**src/rtl/cpu_fighter_ctrl.sv**
```systemverilog
// cpu_fighter_ctrl: CPU opponent that emits one keyboard keycode per frame from fighter positions and attack flags.
// Define AI_RANDOM_EN for LFSR-driven attack choice and jittered cooldown; otherwise P/K alternate with fixed cooldown.
module cpu_fighter_ctrl #(
    parameter int ATTACK_RANGE    = 16,
    parameter int HOLD_FRAMES     = 6,
    parameter int COOLDOWN_FRAMES = 10,
    parameter int GUARD_FRAMES    = 8,
    parameter int RETREAT_FRAMES  = 12,
    parameter int WALL_L          = 53,
    parameter int WALL_R          = 550
) (
    input  logic        frame_clk,
    input  logic        Reset,
    input  logic [2:0]  game_mode,
    input  logic        p_lose,
    input  logic        hit,
    input  logic [9:0]  self_PosX,
    input  logic [9:0]  self_SizeX,
    input  logic [9:0]  other_PosX,
    input  logic [9:0]  other_SizeX,
    input  logic        other_punch,
    input  logic        other_kick,
    output logic [31:0] keycodes,
    output logic [2:0]  ai_state
);
    localparam logic [2:0] IDLE     = 3'd0;
    localparam logic [2:0] APPROACH = 3'd1;
    localparam logic [2:0] ATTACK   = 3'd2;
    localparam logic [2:0] RECOVER  = 3'd3;
    localparam logic [2:0] GUARD    = 3'd4;
    localparam logic [2:0] RETREAT  = 3'd5;
    localparam logic [2:0] JUMP     = 3'd6;
    localparam logic [7:0] K_W = 8'h1A;
    localparam logic [7:0] K_S = 8'h16;
    localparam logic [7:0] K_D = 8'h07;
    localparam logic [7:0] K_A = 8'h04;
    localparam logic [7:0] K_K = 8'h0E;
    localparam logic [7:0] K_P = 8'h13;

    logic [2:0]  state_q, state_d;
    logic [7:0]  cnt_q, cnt_d;
    logic [7:0]  key_q, key_d;
    logic [7:0]  atk_key_q, atk_key_d;
    logic        active, left, atk, threat, near, wall, enter;
    logic [10:0] self_end, other_end, gap;
    logic [11:0] diff;
    logic [7:0]  toward, away, pick, cool;

    assign active    = (game_mode == 3'b001 || game_mode == 3'b010) && !p_lose;
    assign left      = self_PosX < other_PosX;
    assign self_end  = {1'b0, self_PosX} + {1'b0, self_SizeX};
    assign other_end = {1'b0, other_PosX} + {1'b0, other_SizeX};
    // Overlap shows up as a borrow into bit 11 and clamps the gap to zero.
    assign diff      = left ? {2'b0, other_PosX} - {1'b0, self_end} : {2'b0, self_PosX} - {1'b0, other_end};
    assign gap       = diff[11] ? 11'd0 : diff[10:0];
    assign near      = gap <= 11'(ATTACK_RANGE);
    assign atk       = other_punch || other_kick;
    assign threat    = atk && near;
    assign wall      = {1'b0, self_PosX} <= 11'(WALL_L + 3) || self_end >= 11'(WALL_R - 3);
    assign toward    = left ? K_D : K_A;
    assign away      = left ? K_A : K_D;

`ifdef AI_RANDOM_EN
    logic [15:0] lfsr_q, lfsr_d;
    assign pick   = lfsr_q[0] ? K_K : K_P;
    assign cool   = 8'(COOLDOWN_FRAMES) + {6'd0, lfsr_q[2:1]};
    assign lfsr_d = !active ? lfsr_q : ({1'b0, lfsr_q[15:1]} ^ (lfsr_q[0] ? 16'hB400 : 16'h0000));
    always_ff @(posedge frame_clk or posedge Reset)
        if (Reset) lfsr_q <= 16'hACE1;
        else lfsr_q <= lfsr_d;
`else
    logic tog_q, tog_d;
    assign pick  = tog_q ? K_K : K_P;
    assign cool  = 8'(COOLDOWN_FRAMES);
    assign tog_d = (enter && state_d == ATTACK) ? ~tog_q : tog_q;
    always_ff @(posedge frame_clk or posedge Reset)
        if (Reset) tog_q <= 1'b0;
        else tog_q <= tog_d;
`endif

    always_comb begin
        state_d = state_q;
        case (state_q)
            IDLE:     state_d = APPROACH;
            APPROACH: state_d = near ? ATTACK : APPROACH;
            ATTACK:   state_d = (cnt_q == 8'd0) ? RECOVER : ATTACK;
            RECOVER:  state_d = (cnt_q == 8'd0) ? APPROACH : RECOVER;
            GUARD:    state_d = (cnt_q == 8'd0 && !atk) ? RECOVER : GUARD;
            RETREAT:  state_d = wall ? JUMP : (cnt_q == 8'd0) ? APPROACH : RETREAT;
            JUMP:     state_d = RECOVER;
            default:  state_d = IDLE;
        endcase
        if (state_q == APPROACH && threat) state_d = GUARD;
        if (hit && state_q != JUMP) state_d = RETREAT;
        if (!active) state_d = IDLE;
    end

    // A repeated hit while retreating counts as a fresh entry so the retreat timer restarts.
    assign enter = (state_d != state_q) || (state_d == RETREAT && hit);

    always_comb begin
        cnt_d = !enter ? ((cnt_q == 8'd0) ? 8'd0 : cnt_q - 8'd1) :
                state_d == ATTACK  ? 8'(HOLD_FRAMES - 1) :
                state_d == RECOVER ? cool - 8'd1 :
                state_d == GUARD   ? 8'(GUARD_FRAMES - 1) :
                state_d == RETREAT ? 8'(RETREAT_FRAMES - 1) : 8'd0;
        atk_key_d = (enter && state_d == ATTACK) ? pick : atk_key_q;
        key_d = !active              ? 8'h00 :
                state_q == APPROACH  ? toward :
                state_q == ATTACK    ? atk_key_q :
                state_q == GUARD     ? K_S :
                state_q == RETREAT   ? away :
                state_q == JUMP      ? K_W : 8'h00;
    end

    always_ff @(posedge frame_clk or posedge Reset)
        if (Reset) begin
            state_q   <= IDLE;
            cnt_q     <= 8'd0;
            key_q     <= 8'h00;
            atk_key_q <= K_P;
        end else begin
            state_q   <= state_d;
            cnt_q     <= cnt_d;
            key_q     <= key_d;
            atk_key_q <= atk_key_d;
        end

    assign keycodes = {24'd0, key_q};
    assign ai_state = state_q;
endmodule
```
**config.mk**
```make
export PLATFORM = sky130hd
export DESIGN_NAME = cpu_fighter_ctrl
export DESIGN_NICKNAME = d
export VERILOG_FILES = /design/src/rtl/cpu_fighter_ctrl.sv
export SDC_FILE = /design/constraint.sdc
export NUM_CORES = 1
export LEC_CHECK = 0
export CAP_MARGIN = 30
export CORE_MARGIN = 5
export CORE_UTILIZATION = 43
export CTS_CLUSTER_SIZE = 12
export DETAILED_ROUTE_END_ITERATION = 16
export MAX_ROUTING_LAYER = met4
export PLACE_DENSITY = 0.74
export SLEW_MARGIN = 20
export SYNTH_ARGS = -nofsm -noshare
export SYNTH_HDL_FRONTEND = slang
export SYNTH_SLANG_ARGS = --single-unit
```
**constraint.sdc**
```tcl
create_clock -name frame_clk -period 3.2 [get_ports frame_clk]
set_input_delay 0.48 -clock frame_clk [delete_from_list [all_inputs] [get_ports frame_clk]]
set_output_delay 0.48 -clock frame_clk [all_outputs]
set_load 0.005 [all_outputs]
```
Yosys cells after proc, flatten, opt, wreduce, memory -nomap -nowiden
Cells that the tools add are included.
{"block": "op_classes", "addsub": 5, "magnitude_cmp": 4, "eq_ne": 14, "n_mux": 27, "bitwise": 1, "reduce_logical": 15}
{"op": "two-way mux 8 bit", "n": 5}
{"op": "subtractor 10 x 11 -> 12 bit", "n": 2}
{"op": "adder 10 x 10 -> 11 bit", "n": 2}
{"op": "case mux 3 bit (7 select lines)", "n": 1}
{"op": "two-way mux 5 bit", "n": 4}
{"op": "two-way mux 3 bit", "n": 6}
{"op": "two-way mux 4 bit", "n": 4}
{"op": "equality test 3 x 2 -> 1 bit, second input constant", "n": 5}
{"op": "equality test 3 bit, second input constant", "n": 5}
{"op": "two-way mux 12 bit", "n": 1}
{"op": ">= comparator 11 x 10 -> 1 bit, second input constant", "n": 1}
{"op": "less-or-equal comparator 11 x 5 -> 1 bit, second input constant", "n": 1}
{"op": "two-way mux 11 bit", "n": 1}
{"op": "less-or-equal comparator 10 x 6 -> 1 bit, second input constant", "n": 1}
{"op": "less-than comparator 10 bit", "n": 1}
{"op": "zero test 8 bit", "n": 1}
{"op": "two-way mux 2 bit", "n": 4}
{"op": "subtractor 8 x 1 -> 8 bit, second input constant", "n": 1}
{"op": "logical AND 1 bit", "n": 7}
{"op": "equality test 3 x 1 -> 1 bit, second input constant", "n": 2}
{"op": "logical OR 1 bit", "n": 4}
{"op": "zero test 3 bit", "n": 1}
{"op": "inequality test 3 bit", "n": 1}
{"op": "inequality test 3 bit, second input constant", "n": 1}
{"op": "other kinds (3)", "n": 4}
{"block": "totals", "register_bits": 28, "in_bits": 49}

Depth between registers and ports, before layout
{"block": "logic_depth", "word_depth": 16, "ltp_mapped": 20, "ltp_nobuf": 19}

Worst setup path after synthesis
OpenSTA, ideal clock, no wires.
{"block": "synth_timing", "path_type": "in2reg", "startpoint": "input port self_PosX[0]", "endpoint": "register cnt_q[0]", "setup_ns": 0.125, "arrival_time_ns": 4.588, "slack_ns": -1.513, "path_stages": 20, "path_buffers": 1, "cell_sequence": "ha_1 inv_1 fa_1 nor2b_4 o21a_1 or3_1 nand2_1 ha_1 o21a_1 o31a_1 nor3_1 o21bai_1 maj3_1 mux2_4 a211oi_4 o221a_2 mux2_1 a211o_1 buf_6 mux2_4"}
{"block": "synth_between", "elab_chain_len": 16, "word_cells_on_any_way": 30, "classes_between": "add/sub (3); order compare (4); eq/ne (5); mux (13); reduce/logical (5)"}
{"item": "from (decl)", "line_no": "17", "text": "input logic [9:0] self_PosX,"}
{"item": "adder 10 x 10 -> 11 bit", "line_no": "51", "text": "assign self_end = {1'b0, self_PosX} + {1'b0, self_SizeX};"}
{"item": "subtractor 10 x 11 -> 12 bit", "line_no": "54", "text": "assign diff = left ? {2'b0, other_PosX} - {1'b0, self_end} : {2'b0, self_PosX} - {1'b0, other_end};"}
{"item": "two-way mux 12 bit", "line_no": "54"}
{"item": "two-way mux 11 bit", "line_no": "55", "text": "assign gap = diff[11] ? 11'd0 : diff[10:0];"}
{"item": "less-or-equal comparator 11 x 5 -> 1 bit", "line_no": "56", "text": "assign near = gap <= 11'(ATTACK_RANGE);"}
{"item": "two-way mux 2 bit / logical AND 1 bit (equally long branches)", "line_no": "85, 58"}
{"item": "case mux 3 bit (7 select lines) / logical AND 1 bit (equally long branches)", "line_no": "83, 93"}
{"item": "two-way mux 3 bit *", "line_no": "93", "text": "if (state_q == APPROACH && threat) state_d = GUARD;"}
{"item": "[... 2 more ...]"}
{"item": "via state_d[0]", "line_no": "40", "text": "logic [2:0] state_q, state_d;"}
{"item": "equality test 3 bit", "line_no": "99, 106"}
{"item": "two-way mux 4 bit", "line_no": "106", "text": "state_d == RETREAT ? 8'(RETREAT_FRAMES - 1) : 8'd0;"}
{"item": "two-way mux 4 bit", "line_no": "105", "text": "state_d == GUARD ? 8'(GUARD_FRAMES - 1) :"}
{"item": "two-way mux 4 bit", "line_no": "104", "text": "state_d == RECOVER ? cool - 8'd1 :"}
{"item": "two-way mux 4 bit", "line_no": "103", "text": "state_d == ATTACK ? 8'(HOLD_FRAMES - 1) :"}
{"item": "two-way mux 8 bit *", "line_no": "102", "text": "cnt_d = !enter ? ((cnt_q == 8'd0) ? 8'd0 : cnt_q - 8'd1) :"}
{"item": "via cnt_d[0]", "line_no": "41", "text": "logic [7:0] cnt_q, cnt_d;"}
{"item": "to (signal assigned)", "line_no": "124", "text": "cnt_q <= cnt_d;"}
{"item": "to (decl)", "line_no": "41"}
The timed path passes the listed nets; every way through them passes the cells marked *.
A chain may end at the register's enable or synchronous reset.

Worst setup path after layout
{"block": "layout_timing", "startpoint": "input port self_SizeX[0]", "endpoint": "register cnt_q[2]"}
{"block": "layout_between", "elab_chain_len": 15, "word_cells_on_any_way": 26, "classes_between": "add/sub (2); order compare (2); eq/ne (5); mux (12); reduce/logical (5)"}
{"item": "from (decl)", "line_no": "18", "text": "input logic [9:0] self_SizeX,"}
{"item": "adder 10 x 10 -> 11 bit *", "line_no": "51"}
{"item": "subtractor 10 x 11 -> 12 bit", "line_no": "54"}
{"item": "two-way mux 12 bit", "line_no": "54"}
{"item": "two-way mux 11 bit", "line_no": "55"}
{"item": "less-or-equal comparator 11 x 5 -> 1 bit", "line_no": "56"}
{"item": "two-way mux 2 bit / logical AND 1 bit (equally long branches)", "line_no": "85, 58"}
{"item": "case mux 3 bit (7 select lines) / logical AND 1 bit (equally long branches)", "line_no": "83, 93"}
{"item": "two-way mux 3 bit *", "line_no": "93"}
{"item": "two-way mux 3 bit *", "line_no": "94", "text": "if (hit && state_q != JUMP) state_d = RETREAT;"}
{"item": "two-way mux 3 bit *", "line_no": "95", "text": "if (!active) state_d = IDLE;"}
{"item": "via state_d[0]", "line_no": "40"}
{"item": "equality test 3 bit", "line_no": "105"}
{"item": "two-way mux 4 bit", "line_no": "105"}
{"item": "two-way mux 4 bit", "line_no": "104"}
{"item": "two-way mux 4 bit", "line_no": "103"}
{"item": "two-way mux 8 bit *", "line_no": "102"}
{"item": "via cnt_d[2]", "line_no": "41"}
Marked as above.

==> impl_metrics.env <==
export IMPL_outcome="complete, but fails checks"
export IMPL_violations="negative setup slack"
export IMPL_setup_ws_ns=-1.08
export IMPL_initial_core_util_pct=44.2
export IMPL_synth_edf_count=0
export IMPL_drv_cap=0
export IMPL_drive_gt1_share_pct=35.5
export IMPL_fin_crit_ns=4.28
export IMPL_crit_top_cell="mux2_4"
export IMPL_numCtsBuffers=3
export IMPL_synth_cells=423
export IMPL_die_x_um=99.2
export IMPL_clock_latency_ns=0.26
export IMPL_cts_root_buf="clkbuf_8"
export IMPL_final_antenna_net_count=0
export IMPL_grt_overflow=0
export IMPL_area_delta_synth_final_pct=54.5
export IMPL_rows=32
export IMPL_cp_top_family="compound AO/OA/AOI/OAI gates"
export IMPL_yosysWarnings=0
export IMPL_grt_usage_pct=22.2
export IMPL_worstSetupPathType="in2reg"
export IMPL_fillCellCount=574
export IMPL_clkTransAtPathRegs_ns=0.07
export IMPL_antenna_found_initial=0
export IMPL_rsz0062_at_grt="true"
export IMPL_syn_cell_area_mm2=0.00342
export IMPL_finalSetupViolations=14
export IMPL_synth_seq_area_share_pct=13.9
export IMPL_layout_commonest_cell="buf_4"
export IMPL_layout_common_cells="buf_4, clkdlybuf4s50_1, nor2_1"
export IMPL_drt_iter0_drc=304
export IMPL_ctsLongestPathBuffers=2
export IMPL_cts_hold_buf=0
export IMPL_core_region_area_mm2=0.00773
export IMPL_slew_headroom_pct=50.9
export IMPL_drc=0
export IMPL_n_antenna_cell=0
export IMPL_ys_ff_latch=19
export IMPL_worst_setup_path_start_kind="primary input"
export IMPL_pwr_density_cell_mw_per_mm2=376
export IMPL_vdd_drop_max_mv=0.165
export IMPL_crit_slowest_cell="fa_2"
export IMPL_dp_hpwl_um=8350
export IMPL_die_area_mm2=0.00983
export IMPL_fin_skew_ns=0.000979
export IMPL_worst_slew_pin_slew_ns=0.736
export IMPL_required_ns=3.35
export IMPL_critPathBufInv=3
export IMPL_wl_per_cell_um=15.9
export IMPL_placed_area_mm2=0.00474
export IMPL_final_nets=688
export IMPL_drtPass1Iterations=5
export IMPL_crit_path_max_fanout=3
export IMPL_finalWeightedCongestion=0.923
export IMPL_total_leakage_power_nw=2.42
export IMPL_cp_end_kind="flop"
export IMPL_max_stage_delay_ns=0.39
export IMPL_dp_slack_ns=-1.87
export IMPL_grt_pass1_wl_um=17800
export IMPL_synthDistinctLibCells=73
export IMPL_clock_sinks=19
export IMPL_crit_chain="buf_6, ha_4, inv_4, fa_2, buf_6, xor2_2, ha_1, nor2b_4, o31a_1, nor3_2, o21bai_1, maj3_2, mux2_4, a211oi_4, o221a_4, mux2_4, a211o_4, mux2_4"
export IMPL_grt_pass1_vias=3870
export IMPL_die_h_um=99.2
export IMPL_clock_fmax_mhz=234
export IMPL_vias=3685
export IMPL_min_path_type="reg2reg"
export IMPL_grt_max_degree=20
export IMPL_finalCritPeriodShare_pct=134
export IMPL_hold_viol=0
export IMPL_slew_violations=0
export IMPL_ys_async_sr_fraction_pct=100
export IMPL_cts_tree="yes"
export IMPL_drt_total_wl_um=10900
export IMPL_critPathArrivalTime_ns=4.43
export IMPL_p_total_mw=1.99
export IMPL_avgSynthCellArea_um2=8.08
export IMPL_io_buffers=56
export IMPL_vias_per_cell=5.36
export IMPL_cts_htree_levels=1
export IMPL_boundaryPins=84
export IMPL_finalInstanceArea_mm2=0.00528
export IMPL_ys_flop_type="dfrtp_1"
layer usage:
metal,global-route usage [%],share of wire (%),wire (µm),up-vias
met5,-,0,0,-
met4,3.89,1.6,180,0
met3,2.10,4.4,481,19
met2,39.8,52,5660,114
met1,27.3,42,4590,1755
li1,-,-,-,1797
logic make-up after synthesis:
group / after synthesis / synth area share (%)
and+or+nand+nor: 122 / 17.5
buffers and inverters: 73 / 11.2
AOI/OAI and AO/OA: 127 / 27.3
xor gates and xnor gates: 20 / 5.12
adders and majority gates: 53 / 22.0
DFF: 19 / 13.9
muxes: 8 / 2.89
other: 1 / 0.110
final timing paths:
path                                     from                       end  slack, ns  cells after the start
max                             self_SizeX[0]        cnt_q[2]$_DFF_PP0_      -1.08                     18
min                         tog_q$_DFFE_PP0P_  atk_key_q[0]$_DFFE_PP1P_       0.46                      1
max reg2reg                cnt_q[0]$_DFF_PP0_        cnt_q[2]$_DFF_PP0_       0.11                     13
min reg2reg                 tog_q$_DFFE_PP0P_  atk_key_q[0]$_DFFE_PP1P_       0.46                      1
max in group asynchronous               Reset        cnt_q[5]$_DFF_PP0_       2.09                      2
min in group asynchronous               Reset        key_q[2]$_DFF_PP0_       0.65                      2
sequential cells by signal, summed over array words and instances, names as in the netlist:
register   flops
cnt_q          8
ai_state       3
tog_q          1
atk_key_q      2
key_q          5
Yosys cell counts, types with 10 or more instances:
| library cell | number | area share, % |
|---|---|---|
| nand2_1 | 27 | 3.0 |
| ha_1 | 40 | 15 |
| o21ai_0 | 22 | 3.2 |
| dfrtp_1 | 18 | 13 |
| inv_1 | 40 | 4.4 |
| nor3_1 | 14 | 2.0 |
| buf_4 | 27 | 5.9 |
| a21oi_1 | 26 | 3.8 |
| fa_1 | 12 | 7.0 |
| xor2_1 | 10 | 2.6 |
| nor2_1 | 37 | 4.1 |
| xnor2_1 | 10 | 2.6 |
per-stage QoR:
step / TNS [ns] / std cells / hold WS, ns / utilization [%]
final: -11.16 / 688 / 0.464 / 68.3
after detailed placement: -22.01 / 671 / 0.456 / 61.3
after global routing: -12.73 / 688 / 0.494 / 68.3
after CTS: -10.88 / 686 / 0.464 / 67.1
after floorplan: -11.83 / 449 / 0.430 / -
after global placement: -20.68 / 671 / 0.452 / 61.3
timing repair:
action                                  CTS  global route
buffers inserted                         12             2
gates resized for setup                 101            22
endpoints found under the setup margin   14            14
pin swaps                                47            23
report_power, final:
group	switching, mW	internal [mW]
clock	0.0829	0.0868
combinational	0.727	0.773
sequential	0.0321	0.285
total	0.842	1.14
worst reg2reg max path, delay by kind of cell, from the launching register on:
kind,cells,cell delay [ns]
compound gates,5,1.17
fa+ha+maj,1,0.24
buf+inv,2,0.25
flops,1,0.37
mux,2,0.60
simple gates,3,0.37
cell type report:
cell class / instances / area (µm²) / share of cell area [%]
sequential: 19 / 477 / 9.03
tap: 102 / 128 / 2.42
clock inverter: 1 / 5.00 / 0.0948
multi-input combinational: 357 / 3080 / 58.3
clock buffer: 3 / 41.3 / 0.782
timing repair buffer: 166 / 1400 / 26.5
inverter: 40 / 153 / 2.89
Power figures use the tool's default switching activity.
